### config.mk
export PLATFORM = sky130hd
export DESIGN_NAME = w5300_udp_tx_sequencer
export DESIGN_NICKNAME = d
export VERILOG_FILES = /design/src/rtl/w5300_udp_tx_sequencer.sv
export SDC_FILE = /design/constraint.sdc
export NUM_CORES = 1
export LEC_CHECK = 0
export ABC_AREA = 1
export BUFFER_PORTS_ARGS = -buffer_cell sky130_fd_sc_hd__buf_2
export CAP_MARGIN = 10
export CORE_MARGIN = 2
export CORE_UTILIZATION = 55
export DETAILED_ROUTE_END_ITERATION = 16
export PLACE_DENSITY = 0.95
export SLEW_MARGIN = 40
export SYNTH_ARGS = -nofsm -noshare
export SYNTH_HDL_FRONTEND = slang
export SYNTH_SLANG_ARGS = --single-unit
### constraint.sdc
create_clock -name clk -period 2.6 [get_ports clk]
set_input_delay 0.13 -clock clk [delete_from_list [all_inputs] [get_ports clk]]
set_output_delay 0.13 -clock clk [all_outputs]
set_load 0.01 [all_outputs]
### src/rtl/w5300_udp_tx_sequencer.sv
// Per-socket UDP transmit sequencer: walks a command LUT, issues each entry to the W5300
// host-bus master, then polls Sn_CR until the chip accepts the command.
module w5300_udp_tx_sequencer #(
  parameter int         N           = 0,
  parameter logic [5:0] FIRST_INDEX = 6'h01,
  parameter logic [5:0] LAST_INDEX  = 6'h10,
  parameter int         POLL_LIMIT  = 1000
) (
  input  logic        clk,
  input  logic        rst,
  input  logic        start,
  output logic        busy,
  output logic        done,
  output logic        error,
  output logic [5:0]  lut_index,
  input  logic [26:0] lut_data,
  output logic        bus_req,
  output logic        bus_rd,
  output logic [9:0]  bus_addr,
  output logic [15:0] bus_wdata,
  input  logic        bus_ack,
  input  logic [15:0] bus_rdata,
  output logic [15:0] last_rdata
);

  localparam int          SN_CR_INT    = 32'h202 + 32'h40 * N;
  localparam logic [9:0]  SN_CR_ADDR   = SN_CR_INT[9:0];
  localparam logic [15:0] POLL_LIMIT_W = POLL_LIMIT[15:0];
  localparam logic [9:0]  HOLE_ADDR    = 10'h3ff;

  typedef enum logic [2:0] {
    S_IDLE,
    S_FETCH,
    S_ISSUE,
    S_NEXT,
    S_POLL,
    S_PWAIT,
    S_DONE,
    S_ERR
  } state_t;

  state_t      state;
  state_t      state_nx;

  logic        ent_rd;
  logic [9:0]  ent_addr;
  logic [15:0] ent_data;
  logic        ent_hole;
  logic        at_last;
  logic        cr_sent;
  logic [15:0] poll_cnt;

  assign {ent_rd, ent_addr, ent_data} = lut_data;
  assign ent_hole = (ent_addr == HOLE_ADDR);
  assign at_last  = (lut_index == LAST_INDEX);

  // Completion pulses are decoded straight from the state register, so they last exactly one cycle.
  assign done  = (state == S_DONE);
  assign error = (state == S_ERR);

  // NOTE: sequential state uses non-blocking assignments so every register samples pre-edge values.
  always_ff @(posedge clk) begin
    if (rst) state <= S_IDLE;
    else     state <= state_nx;
  end

  // NOTE: next state defaults to the current state first, so no path leaves it unassigned (no latch).
  always_comb begin
    state_nx = state;
    case (state)
      S_IDLE:  if (start) state_nx = S_FETCH;
      S_FETCH: state_nx = ent_hole ? S_NEXT : S_ISSUE;
      S_ISSUE: if (bus_ack) state_nx = S_NEXT;
      S_NEXT: begin
        if (at_last) state_nx = cr_sent ? S_POLL : S_DONE;
        else         state_nx = S_FETCH;
      end
      S_POLL:  state_nx = S_PWAIT;
      S_PWAIT: begin
        if (bus_ack) begin
          if (bus_rdata == 16'h0000)        state_nx = S_DONE;
          else if (poll_cnt == POLL_LIMIT_W) state_nx = S_ERR;
          else                              state_nx = S_POLL;
        end
      end
      S_DONE:  state_nx = S_IDLE;
      S_ERR:   state_nx = S_IDLE;
      default: state_nx = S_IDLE;
    endcase
  end

  always_ff @(posedge clk) begin
    if (rst) begin
      busy       <= 1'b0;
      lut_index  <= FIRST_INDEX;
      bus_req    <= 1'b0;
      bus_rd     <= 1'b0;
      bus_addr   <= 10'h000;
      bus_wdata  <= 16'h0000;
      last_rdata <= 16'h0000;
      cr_sent    <= 1'b0;
      poll_cnt   <= 16'h0000;
    end else begin
      case (state)
        S_IDLE: begin
          if (start) begin
            lut_index <= FIRST_INDEX;
            busy      <= 1'b1;
            cr_sent   <= 1'b0;
            poll_cnt  <= 16'h0000;
          end
        end
        S_FETCH: begin
          // Unpopulated entries fall through to NEXT without touching the bus.
          if (!ent_hole) begin
            bus_req   <= 1'b1;
            bus_rd    <= ent_rd;
            bus_addr  <= ent_addr;
            bus_wdata <= ent_data;
          end
        end
        S_ISSUE: begin
          if (bus_ack) begin
            bus_req <= 1'b0;
            if (bus_rd) last_rdata <= bus_rdata;
            if (!bus_rd && (bus_addr == SN_CR_ADDR)) cr_sent <= 1'b1;
          end
        end
        S_NEXT: begin
          if (!at_last) lut_index <= lut_index + 6'd1;
        end
        S_POLL: begin
          bus_req   <= 1'b1;
          bus_rd    <= 1'b1;
          bus_addr  <= SN_CR_ADDR;
          bus_wdata <= 16'h0000;
          poll_cnt  <= poll_cnt + 16'd1;
        end
        S_PWAIT: begin
          if (bus_ack) begin
            bus_req    <= 1'b0;
            last_rdata <= bus_rdata;
          end
        end
        S_DONE:  busy <= 1'b0;
        S_ERR:   busy <= 1'b0;
        default: ;
      endcase
    end
  end

endmodule

==> reports/results.tsv <==
stage	metric	value	unit
floorplanning	die_h	80.8	um
route	detail_route.wl_per_cell	12.5	um
cts	clkTransAtPathRegs	0.08	ns
logic_synthesis	yosysWarnings	0	
sta	hold_viol_final	0	
route	avgViaCountPerCell	5.17	
cts	post-cts-setup-buffers	0	
cts	cts_hold_buffers	0	
sta	min_period	1.85	ns
logic_synthesis	syn_avg_cell_area	7.29	um^2
run_status	run_status	finished clean	
power	leakagePower	1.78	nW
worst_setup_path	cp_top_family	simple AND/OR/NAND/NOR gates	
power	powerDensity	674	nW/um^2
route	vias	3196	
logic_synthesis	syn-instance-count	445	
power	peakVddDrop	0.504	mV
grt	grt-ovfl-total	0	
sta	fmax	541	MHz
sta	layout_setup_ws	0.753	ns
logic_synthesis	syn_nets	496	
logic_synthesis	synth_edf_count	0	
cells_and_area	synthToLayoutAreaGrowth	20.5	%
worst_setup_path	start_kind	flip-flop	
sta	fin_tns_setup	0	ns
logic_synthesis	async_reset_ff_share	0	%
floorplanning	die_area	6520	um^2
worst_setup_path	crit_path_end_kind	flip-flop	
worst_setup_path	criticalPathCategory	flip-flop to flip-flop	
grt	grt_max_degree	29	
sta	tightest_slew	0.762	ns
cells_and_area	fin_nets	592	
worst_setup_path	critPathSlowestCell	dfxtp_1	
grt	gr-usage-all-layers	24.5	%
route	drt-total-wl	7.71	mm
logic_synthesis	yosysSeqAreaShare	43.8	%
logic_synthesis	synth_area	3240	um^2
floorplanning	rows	27	
worst_setup_path	worstPathRequired	2.89	ns
floorplanning	die_w	80.8	um
worst_setup_path	cpPeakStageDelay	0.64	ns
worst_setup_path	path_max_fanout	28	
floorplanning	core_area	5610	um^2
cts	cts_tree	built	
logic_synthesis	synth_most_common_cell	nor2_1	
worst_setup_path	cp.arrival	2.13	ns
logic_synthesis	synth_ff_type	dfxtp_1	
logic_synthesis	netlist_top_cells_count	nor2_1 (113), dfxtp_1 (71), o21ai_0 (51), nand2_1 (50), inv_1 (39)	
cells_and_area	finalNonFillerCells	618	
route	drtAntennaViolNets	0	
sta	period_share	71.0	%
sta	fin_skew	0.00703	ns
cts	clk_path_buf_depth	2	
route	drc	0	
worst_setup_path	crit_chain	nand3_2, inv_2, nand2_2, nand2_4, o221ai_1, inv_1	
route	drtIter0Drc	172	
cts	cts_sinks	71	
placed_design	dp_hpwl	5.70	mm
logic_synthesis	synth_largest_area_cell	dfxtp_1	
route	first_pass_iters	4	
cts	cts_resized	0	
worst_hold_path	holdCritPathClass	input pin to flip-flop	
job	maxCapViolCount	0	
cts	cts-buffers-inserted	9	
cells_and_area	n_antenna_cell	0	
floorplanning	initial_core_util	57.8	%
sta	slew_violations	0	
placed_design	dp.cells	602	
placed_design	place_congestion	0.908	
sta	maxSlewHeadroom	49.2	%
cts	worstSkewPairLatency	0.34	ns
logic_synthesis	ys_ff_latch	71	
logic_synthesis	synthTopCellsByArea	dfxtp_1 (44%), nor2_1 (13%), o21ai_0 (7.9%), nand2_1 (5.8%), inv_1 (4.5%)	
logic_synthesis	synth_top_area_share	43.8	%
logic_synthesis	ys_types	36	
worst_setup_path	crit_buf_inv	2	
placed_design	port_buffers	99	
grt	grt_pass1_wl	12.7	mm
cts	cts_htree_levels	3	
grt	antenna_found_initial	0	
sta	rsz0062_at_grt	false	
sta	finalSetupViolCount	0	
grt	first_global_vias	2984	
cells_and_area	drive_above_1_share	25.1	%
cts	cts_root_buffer	clkbuf_8	
floorplanning	pin_count	100	
placed_design	place_ws	0.784	ns
[worst paths after layout]
check / startpoint / endpoint / slack [ns] / cells past startpoint
max: state[0] / bus_addr[4] / 0.75 / 6
min: lut_data[0] / bus_wdata[0] / 0.03 / 3
max reg2reg: state[0] / bus_addr[4] / 0.75 / 6
min reg2reg: poll_cnt[14] / poll_cnt[14] / 0.48 / 2
[cells by family after synthesis]
group	Yosys count	synth area share (%)
and+or+nand+nor	213	29.4
AOI/OAI and AO/OA	99	16.7
DFF	71	43.8
buffers and inverters	58	8.53
adders and majority gates	4	1.54
[area by class of cell]
class	instances	area, um^2
fillers	481	1700
repair buffers	99	495
clock buffers	11	151
flip-flops and latches	71	1420
inverters	44	173
clock inverters	5	32.5
multi-input cells	316	1540
well taps	72	90.1
[cell usage in the layout, fill, tap and decap left out, types with 3 or more instances in the layout]
| master | count |
|---|---|
| a211oi_1 | 3 |
| o21ai_1 | 6 |
| inv_2 | 3 |
| nor4_1 | 3 |
| dfxtp_1 | 71 |
| ha_1 | 4 |
| nor2_1 | 113 |
| o21ai_0 | 51 |
| nand4_1 | 4 |
| nor3_1 | 5 |
| inv_1 | 39 |
| clkbuf_8 | 11 |
| nand2_1 | 50 |
| nand2_2 | 3 |
| nor2_4 | 3 |
| buf_2 | 99 |
| nand3_1 | 22 |
| clkinvlp_4 | 3 |
| a21oi_1 | 28 |
[report_power, final]
part	switching (mW)	internal, mW
clock network	0.409	0.395
registers	0.0811	1.19
logic	0.348	0.209
[tightest hold or removal path: cells and delay by family]
| family | cells | cell delay [ns] |
|---|---|---|
| simple gates | 1 | 0.07 |
| buf+inv | 1 | 0.07 |
| compound gates | 1 | 0.07 |
[flip-flops by register name, indices dropped and copies added, names as in the netlist, 3 cells and up]
name and flops:
bus_wdata 16, last_rdata 16, poll_cnt 16, state 3
lut_index 6, bus_addr 10
[through the flow]
stage	power (mW)	util, %	cell area, um^2	hold slack [ns]
floorplan	1.67	-	3240	0.275
global placement	1.83	66.4	3720	0.363
detailed placement	1.85	66.4	3720	0.383
CTS	2.65	69.7	3910	0.0248
global route	2.79	69.7	3910	0.0395
finish	2.63	69.7	3910	0.0305
[layer usage]
layer  vias up  GRT usage (%)  wire length, um
met5         -              0                0
met3        11           6.11              655
li1       1648              -                -
met1      1414           29.6             3420
met2       123           41.5             3510
met4         0           10.8              122
(Power assumes the default switching activity.)
